===== config.mk =====
export PLATFORM = sky130hd
export DESIGN_NAME = fpalu_pipe
export DESIGN_NICKNAME = d
export VERILOG_FILES = /design/src/rtl/fpalu_pipe.sv
export SDC_FILE = /design/constraint.sdc
export NUM_CORES = 2
export LEC_CHECK = 0
export ABC_AREA = 1
export BUFFER_PORTS_ARGS = -buffer_cell sky130_fd_sc_hd__buf_2
export CORE_AREA = 8 8 296 298
export DETAILED_ROUTE_END_ITERATION = 16
export DIE_AREA = 0 0 304 306
export PLACE_DENSITY = 0.6
export SLEW_MARGIN = 15
export SYNTH_ARGS = -nofsm -noshare
export SYNTH_HDL_FRONTEND = slang
export SYNTH_SLANG_ARGS = --single-unit

===== constraint.sdc =====
create_clock -name clock -period 10.4 [get_ports clock]
set_input_delay 2.08 -clock clock [delete_from_list [all_inputs] [get_ports clock]]
set_output_delay 2.08 -clock clock [all_outputs]
set_load 0.02 [all_outputs]

===== src/rtl/fpalu_pipe.sv =====
// Multi-cycle floating-point add/sub/mul with valid/ready handshakes.
// Fixed 3-clock latency: UNPACK -> EXEC -> NORM -> DONE; truncating, no denormals.
module fpalu_pipe #(
  parameter int unsigned EXP_W = 8,
  parameter int unsigned MAN_W = 23
) (
  input  logic                   clock,
  input  logic                   reset,
  input  logic                   in_valid,
  output logic                   in_ready,
  input  logic [EXP_W+MAN_W:0]   A,
  input  logic [EXP_W+MAN_W:0]   B,
  input  logic [1:0]             op,
  output logic                   out_valid,
  input  logic                   out_ready,
  output logic [EXP_W+MAN_W:0]   Result,
  output logic                   overflow,
  output logic                   underflow,
  output logic                   invalid
);

  localparam int unsigned W    = 1 + EXP_W + MAN_W;
  localparam int unsigned SW   = MAN_W + 1;
  localparam int unsigned PW   = 2 * SW;
  localparam int unsigned XW   = EXP_W + 2;
  localparam int unsigned NW   = EXP_W + 3;
  localparam int unsigned LZW  = $clog2(PW);
  localparam int unsigned EMAX = (1 << EXP_W) - 1;

  localparam logic [XW-1:0] BIAS = XW'((1 << (EXP_W - 1)) - 1);
  localparam logic [W-1:0]  QNAN = {1'b0, {EXP_W{1'b1}}, 1'b1, {(MAN_W - 1){1'b0}}};

  localparam logic [1:0] OpSub = 2'b01;
  localparam logic [1:0] OpMul = 2'b10;
  localparam logic [1:0] OpRsv = 2'b11;

  typedef enum logic [2:0] {StIdle, StUnpack, StExec, StNorm, StDone} state_e;

  state_e state_q, state_d;

  logic [W-1:0] a_q, b_q;
  logic [1:0]   op_q;

  logic             un_sa_q, un_sb_q, un_inv_q;
  logic [EXP_W-1:0] un_ea_q, un_eb_q;
  logic [SW-1:0]    un_ma_q, un_mb_q;
  logic [1:0]       un_op_q;
  logic             un_sa_d, un_sb_d, un_inv_d;
  logic [EXP_W-1:0] un_ea_d, un_eb_d;
  logic [SW-1:0]    un_ma_d, un_mb_d;

  logic          ex_sign_q, ex_inv_q, ex_sign_d;
  logic [PW-1:0] ex_man_q, ex_man_d;
  logic [XW-1:0] ex_exp_q, ex_exp_d;
  logic [1:0]    ex_op_q;

  logic [W-1:0] res_q, res_d;
  logic         ovf_q, ovf_d, unf_q, unf_d, inv_q, inv_d;

  // Control
  always_comb begin
    state_d = state_q;
    unique case (state_q)
      StIdle:   if (in_valid) state_d = StUnpack;
      StUnpack: state_d = StExec;
      StExec:   state_d = StNorm;
      StNorm:   state_d = StDone;
      StDone:   if (out_ready) state_d = StIdle;
      default:  state_d = StIdle;
    endcase
  end

  always_ff @(posedge clock) begin
    if (reset) begin
      state_q <= StIdle;
    end else begin
      state_q <= state_d;
    end
  end

  assign in_ready  = (state_q == StIdle);
  assign out_valid = (state_q == StDone);

  // Unpack: zero/denormal exponent flushes the significand to exact zero
  always_comb begin
    un_sa_d  = a_q[W-1];
    un_sb_d  = b_q[W-1];
    un_ea_d  = a_q[W-2 -: EXP_W];
    un_eb_d  = b_q[W-2 -: EXP_W];
    un_ma_d  = (un_ea_d == '0) ? '0 : {1'b1, a_q[MAN_W-1:0]};
    un_mb_d  = (un_eb_d == '0) ? '0 : {1'b1, b_q[MAN_W-1:0]};
    un_inv_d = (&un_ea_d) || (&un_eb_d) || (op_q == OpRsv);
  end

  // Exec
  logic             sb_eff, a_big, s_l;
  logic [EXP_W-1:0] e_l, e_s, diff;
  logic [SW-1:0]    m_l, m_s, m_al;
  logic [SW:0]      sum;

  always_comb begin
    sb_eff = un_sb_q ^ (un_op_q == OpSub);
    a_big  = {un_ea_q, un_ma_q} >= {un_eb_q, un_mb_q};
    e_l    = a_big ? un_ea_q : un_eb_q;
    e_s    = a_big ? un_eb_q : un_ea_q;
    m_l    = a_big ? un_ma_q : un_mb_q;
    m_s    = a_big ? un_mb_q : un_ma_q;
    s_l    = a_big ? un_sa_q : sb_eff;
    diff   = e_l - e_s;
    m_al   = (32'(diff) > MAN_W + 1) ? '0 : (m_s >> diff);
    if (un_sa_q == sb_eff) begin
      sum = {1'b0, m_l} + {1'b0, m_al};
    end else begin
      sum = {1'b0, m_l} - {1'b0, m_al};
    end
    // Both paths leave the hidden-1 position at bit PW-2, carry at PW-1
    if (un_op_q == OpMul) begin
      ex_man_d  = PW'(un_ma_q) * PW'(un_mb_q);
      ex_exp_d  = {2'b00, un_ea_q} + {2'b00, un_eb_q} - BIAS;
      ex_sign_d = un_sa_q ^ un_sb_q;
    end else begin
      ex_man_d  = {sum, {MAN_W{1'b0}}};
      ex_exp_d  = {2'b00, e_l};
      ex_sign_d = s_l;
    end
  end

  // Normalise and select the final result
  logic             found;
  logic [LZW-1:0]   lz;
  logic [NW-1:0]    nexp;
  logic [MAN_W-1:0] nfrac;

  always_comb begin
    lz    = '0;
    found = 1'b0;
    for (int i = PW - 2; i >= 0; i--) begin
      if (!found && ex_man_q[i]) begin
        found = 1'b1;
        lz    = LZW'(PW - 2 - i);
      end
    end
    nexp = {ex_exp_q[XW-1], ex_exp_q};
    if (ex_man_q[PW-1]) begin
      nfrac = MAN_W'(ex_man_q >> (MAN_W + 1));
      nexp  = nexp + NW'(1);
    end else begin
      nfrac = MAN_W'((ex_man_q << lz) >> MAN_W);
      nexp  = nexp - NW'(lz);
    end

    res_d = res_q;
    ovf_d = ovf_q;
    unf_d = unf_q;
    inv_d = inv_q;
    if (state_q == StNorm) begin
      ovf_d = 1'b0;
      unf_d = 1'b0;
      inv_d = 1'b0;
      if (ex_inv_q) begin
        inv_d = 1'b1;
        res_d = (ex_op_q == OpRsv) ? '0 : QNAN;
      end else if (ex_man_q == '0) begin
        res_d = {(ex_op_q == OpMul) ? ex_sign_q : 1'b0, {(W - 1){1'b0}}};
      end else if (!nexp[NW-1] && (nexp >= NW'(EMAX))) begin
        res_d = {ex_sign_q, {EXP_W{1'b1}}, {MAN_W{1'b0}}};
        ovf_d = 1'b1;
      end else if (nexp[NW-1] || (nexp == '0)) begin
        res_d = {ex_sign_q, {(W - 1){1'b0}}};
        unf_d = 1'b1;
      end else begin
        res_d = {ex_sign_q, nexp[EXP_W-1:0], nfrac};
      end
    end
  end

  // Datapath stages carry no reset; only the visible result registers do
  always_ff @(posedge clock) begin
    if (state_q == StIdle && in_valid) begin
      a_q  <= A;
      b_q  <= B;
      op_q <= op;
    end
    if (state_q == StUnpack) begin
      un_sa_q  <= un_sa_d;
      un_sb_q  <= un_sb_d;
      un_ea_q  <= un_ea_d;
      un_eb_q  <= un_eb_d;
      un_ma_q  <= un_ma_d;
      un_mb_q  <= un_mb_d;
      un_inv_q <= un_inv_d;
      un_op_q  <= op_q;
    end
    if (state_q == StExec) begin
      ex_man_q  <= ex_man_d;
      ex_exp_q  <= ex_exp_d;
      ex_sign_q <= ex_sign_d;
      ex_inv_q  <= un_inv_q;
      ex_op_q   <= un_op_q;
    end
  end

  always_ff @(posedge clock) begin
    if (reset) begin
      res_q <= '0;
      ovf_q <= 1'b0;
      unf_q <= 1'b0;
      inv_q <= 1'b0;
    end else begin
      res_q <= res_d;
      ovf_q <= ovf_d;
      unf_q <= unf_d;
      inv_q <= inv_d;
    end
  end

  assign Result    = res_q;
  assign overflow  = ovf_q;
  assign underflow = unf_q;
  assign invalid   = inv_q;

endmodule


After elaboration in Yosys (flattened, before gate mapping)
Index checks and enable logic that the tools add are counted.
- output and inout bits: 37
- bits in registers: 235
- bits of input ports: 70
- word-level logic and storage cells: 281
- shift operators: 2
- reduce and logical (&&, ||, !) cells: 106
- bitwise logic cells: 2
- add/subtract/negate cells: 7
- $lt $le $gt $ge: 3
- equality and inequality tests: 12
- multipliers: 1
- muxes and demuxes: 123
- operators with widths (cell ; number):
    $mux W6 ; 45
    $mux W24 ; 5
    $mux W31 ; 3
    $mux W32 ; 2
    $mux W1 ; 58
    $logic_and A1 B1 Y1 ; 48
    $logic_not A48 Y1 ; 1
    $mul A24 B24 Y48 ; 1
    $mux W48 ; 1
    $shl A48 B6 Y46 ; 1
    $logic_not A1 Y1 ; 47
    $ge A32 B32 Y1 ; 1
    $add A24 B24 Y25 ; 1
    $mux W25 ; 1
    $sub A24 B24 Y25 ; 1
    $mux W8 ; 3
    $shr A24 B8 Y24 ; 1
    $mux W23 ; 1
    $logic_not A8 Y1 ; 2
    $reduce_and A8 Y1 ; 2
    $pmux W3 S5 ; 1
    $add A10 B2 Y11 const B ; 1
    $ge A11 B8 Y1 const B ; 1
    $logic_not A11 Y1 ; 1
    19 further kinds ; 27

Longest topological paths before layout
- depth after elaboration: 147
- mapped depth: 65
- gate-level depth less buffers: 63

Least setup slack after synthesis
No wires, ideal clock.
- path type: register to register
- start point: reg un_ma_q[16]
- end point: reg ex_man_q[40], data pin
- clock period less this slack: 7.285 ns
- buffers on the path: 2
- stages on the path, launching flop included: 31
- data required time: 10.144 ns
- setup time: 0.256 ns
- slack: 3.115 ns
- data arrival time: 7.029 ns
- cells stage by stage: edfxtp_1 > clkbuf_1 > clkbuf_1 > nand2_1 > fa_1 > inv_1 > fa_1 > fa_1 > inv_1 > fa_1 > inv_1 > fa_1 > inv_1 > fa_1 > inv_1 > fa_1 > ha_1 > nand2_1 > o21ai_0 > a21oi_1 > o21bai_1 > a21boi_0 > o21ai_0 > a21boi_0 > o21ai_0 > a21oi_1 > o21ai_0 > a21boi_0 > xnor2_1 > nand2_1 > nand2_1
- longest elaborated chain between the ends: 8
- elaborated cells on any way between the ends: 14
- those cells by class: add/sub: 3; mul: 1; order compare: 2; shift: 1; mux: 7
- RTL lines (element ; line ; RTL):
    start: declaration ; 46 ; logic [SW-1:0] un_ma_q, un_mb_q;
    start signal: assignment ; 189 ; un_ma_q <= un_ma_d;
    $ge A32 B32 Y1 ; 103 ; a_big = {un_ea_q, un_ma_q} >= {un_eb_q, un_mb_q};
    $mux W8 (on tied branches) ; 104, 105 ;
    $sub A8 B8 Y8 ; 109 ; diff = e_l - e_s;
    $shr A24 B8 Y24 / $gt A8 B5 Y1 (equally long branches) ; 110 ; m_al = (32'(diff) > MAN_W + 1) ? '0 : (m_s >> diff);
    $mux W24 ; 110 ;
    $sub A24 B24 Y25 / $add A24 B24 Y25 (equally long branches) ; 114, 112 ;
    $mux W25 ; 111 ; if (un_sa_q == sb_eff) begin
    $mux W48 * ; 117 ; if (un_op_q == OpMul) begin
    net ex_man_d[40] ; 53 ; logic [PW-1:0] ex_man_q, ex_man_d;
    end signal: assignment ; 195 ; ex_man_q <= ex_man_d;
    end: declaration ; 53 ;
Mark *: on every way through the listed nets, which the timed path passes. The rest lies on a longest branch.
A chain may end at the register's enable or synchronous reset.

Final worst setup path
- start point: reg un_ea_q[0]
- end point: reg ex_man_q[46], data pin
- longest elaborated chain between the ends: 8
- elaborated cells on any way between the ends: 13
- those cells by class: add/sub: 3; order compare: 2; shift: 1; mux: 7
- RTL lines (element ; line ; RTL):
    start: declaration ; 45 ; logic [EXP_W-1:0] un_ea_q, un_eb_q;
    start signal: assignment ; 187 ; un_ea_q <= un_ea_d;
    $ge A32 B32 Y1 ; 103 ;
    $mux W8 (on tied branches) ; 104, 105 ;
    $sub A8 B8 Y8 ; 109 ;
    $shr A24 B8 Y24 / $gt A8 B5 Y1 (equally long branches) ; 110 ;
    $mux W24 ; 110 ;
    $sub A24 B24 Y25 / $add A24 B24 Y25 (equally long branches) ; 114, 112 ;
    $mux W25 * ; 111 ;
    $mux W48 * ; 117 ;
    net ex_man_d[46] ; 53 ;
Marked as above.

==> reports/results.txt <==
Status -> finished, final reports clean
Clock slew at reported path FFs -> 0.07 ns
Final hold viol count -> 0
Synth Flop Type -> edfxtp_1
CTS tree -> done
Die Area -> 93020 µm²
Total GRT Usage -> 24.43%
Hold Worst Slack -> 0.4246 ns
Min Tclk post-route -> 9.279 ns
Synth Instances -> 4894
Mux contribution to synthesized area -> 0%
Antenna Nets Post-Route -> 0
IO buf count -> 106
Worst Setup End Kind -> flop
Cell mode on critical path -> nand2_1
Slowest-stage cell, CP -> ha_1
Sequential share of the synthesized area -> 18.13%
Vias in the first global route -> 31693
Synth Area in Adders -> 35.94%
GPL Wtd Cong -> 0.9714
Simple-gate share of the synthesized area -> 24.05%
Final cycle utilization of the critical path -> 89.22%
Number of diodes -> 0
Count of final max-slew check failures -> 0
Yosys reg bits -> 235
Synth Net Count -> 5731
CTS Buffer Depth -> 3
Met3 Use GR -> 4.170%
Syn_area_per_cell -> 7.526 µm²
Final std cells w/o fill -> 5992
WP data required -> 10.71 ns
Cell accounting for the most synthesized area -> fa_1
Fill cell count -> 8321
Layout Skew -> 0.02674 ns
CTS Buf Count -> 34
Startpoint Class -> flop
Critical Path AT -> 9.59 ns
Warnings, synthesis -> 0
CP peak stage delay -> 0.89 ns
Fmax -> 0.1078 GHz
Setup tns final -> 0 ns
Pin count of the biggest net entering global routing -> 77
Cts repair resizes -> 0
Post-synthesis xor/xnor area fraction -> 1.372%
Initial antenna violation count -> 3
Area Growth Syn to Fin -> 7.463%
Worst skew pair latency -> 0.60 ns
Layout cell share with drive strength beyond 1 -> 6.311%
Yosys top cell area share -> 26.36%
Post-CTS setup buffers -> 0
Initial Util -> 44.44%
Iter 0 DRT Violations -> 2772
Area occupied by multi-input gates -> 25260 µm²
Complex-gate fraction of the synthesized area -> 7.123%
CTS Sinks -> 235
# rows -> 106
DIE HEIGHT -> 306 µm
Gr ovfl total -> 0
Drt pass-1 iters -> 6
Worst-margin pin slew -> 1.001 ns
Die Width -> 304 µm
DP HPWL -> 88.56 mm
Worst path bufs/invs -> 7
DP Cell Count -> 5932
Hold Buf Count CTS -> 0
Ys async rst share -> 0%
Largest family of logic cells by synthesized area -> adder cells
Post-synthesis cell area -> 36830 µm²
CTS Root Buffer Type -> clkbuf_16
Fin nets -> 5725
Register Area -> 6676 µm²
Grt met2 use -> 39.84%
Total number of vias -> 31870
CP max FO -> 26
RSZ-0062 raised after global routing -> false
Gr busiest metal -> met2
Hold crit path type -> flop to flop
Maxcap violations -> 0
GR Layer Usage met1 -> 33.25%
Total Wirelength -> 115.1 mm
Distinct cells, synth -> 62
Io pins -> 107
First-pass GRT wire length -> 180.5 mm
EDFF count, synth -> 197
Endpoints failing setup -> 0
DR vias/cell -> 5.319
Avg WL per Cell -> 19.22 µm
Core area -> 82890 µm²
Kind of critical path -> flop to flop
Top cells by area, synth -> fa_1, edfxtp_1, nand2_1
DRC Markers -> 0
Crit path max-delay family -> simple AND/OR/NAND/NOR gates
Max transition margin -> 32.76%
H-tree depth -> 2
cells in the mapped netlist, types with 31 or more instances:
master    instances
nand4_1          76
xor2_1           33
o21ai_0         175
fa_1            485
nor3_1           31
nand2_1        1291
clkbuf_1        180
nand3_1         404
inv_1          1043
ha_1            282
dfxtp_1          38
nor2_1          211
a21oi_1         191
edfxtp_1        197
layout by cell type (no fill, tap or decap), types with 4 or more instances in the layout:
cell type,instances
nand3_2,5
nor2_1,208
clkinv_4,4
nor2_2,8
buf_2,106
buf_4,81
bufinv_16,6
clkbuf_16,35
nor3_1,30
o2111ai_1,7
o21ai_0,175
nor2_4,7
a21oi_1,191
o41ai_1,4
edfxtp_1,197
nand4_1,76
inv_2,10
or2_2,8
o21bai_1,10
o21a_1,12
dfxtp_1,38
nand2_1,1291
nand2_2,11
nand3b_1,5
clkinv_1,8
a211oi_1,12
xor2_1,32
a21o_1,5
fa_1,485
o211ai_1,16
nand3_1,403
xnor2_1,21
nor4_1,10
o21ai_1,7
ha_1,282
nand2_4,6
inv_1,1043
a21boi_0,6
o31ai_1,8
logic make-up after synthesis:
logic type                 count (synthesis)
adders and majority gates                767
buffers and inverters                   1286
DFF                                      235
AOI/OAI and AO/OA                        470
and+or+nand+nor                         2080
xor gates and xnor gates                  56
routing by layer:
metal	up-vias	wire length [µm]
li1	15122	-
met1	15456	50880
met2	1102	52510
met3	188	8252
met4	2	3493
met5	-	13
worst paths after layout:
| kind | from | endpoint | cells after the start | slack, ns |
|---|---|---|---|---|
| max | un_ea_q[0]$_DFFE_PP_ | ex_man_q[46]$_DFFE_PP_ | 56 | 1.12 |
| min reg2reg | b_q[31]$_DFFE_PP_ | un_sb_q$_DFFE_PP_ | 0 | 0.42 |
| min | b_q[31]$_DFFE_PP_ | un_sb_q$_DFFE_PP_ | 0 | 0.42 |
| max reg2reg | un_ea_q[0]$_DFFE_PP_ | ex_man_q[46]$_DFFE_PP_ | 56 | 1.12 |
metrics by stage:
step	cell area (µm²)	utilization [%]	setup slack, ns
CTS	39580	47.75	1.275
finish	39580	47.75	1.121
global route	39580	47.75	0.06151
global placement	38390	46.32	1.366
detailed placement	38390	46.32	1.321
floorplan	36830	-	3.115
state kept, by name, indices dropped and copies added, names as in the netlist, 2 cells and up:
signal    cells
Result       32
a_q          32
b_q          32
ex_exp_q     10
ex_man_q     48
ex_op_q       2
op_q          2
state_q       3
un_ea_q       8
un_eb_q       8
un_ma_q      24
un_mb_q      24
un_op_q       2
final cells by class:
type | instances | area share [%]
flip-flops and latches | 235 | 16.87
clock inverters | 23 | 0.7744
clock buffers | 37 | 2.232
repair buffers | 187 | 2.876
inverters | 1057 | 10.02
well taps | 1080 | 3.414
multi-input cells | 3373 | 63.81
Power is left out: the tool's default activity adds up to more than one toggle a clock period on the data nets, which glitch-free logic cannot reach.
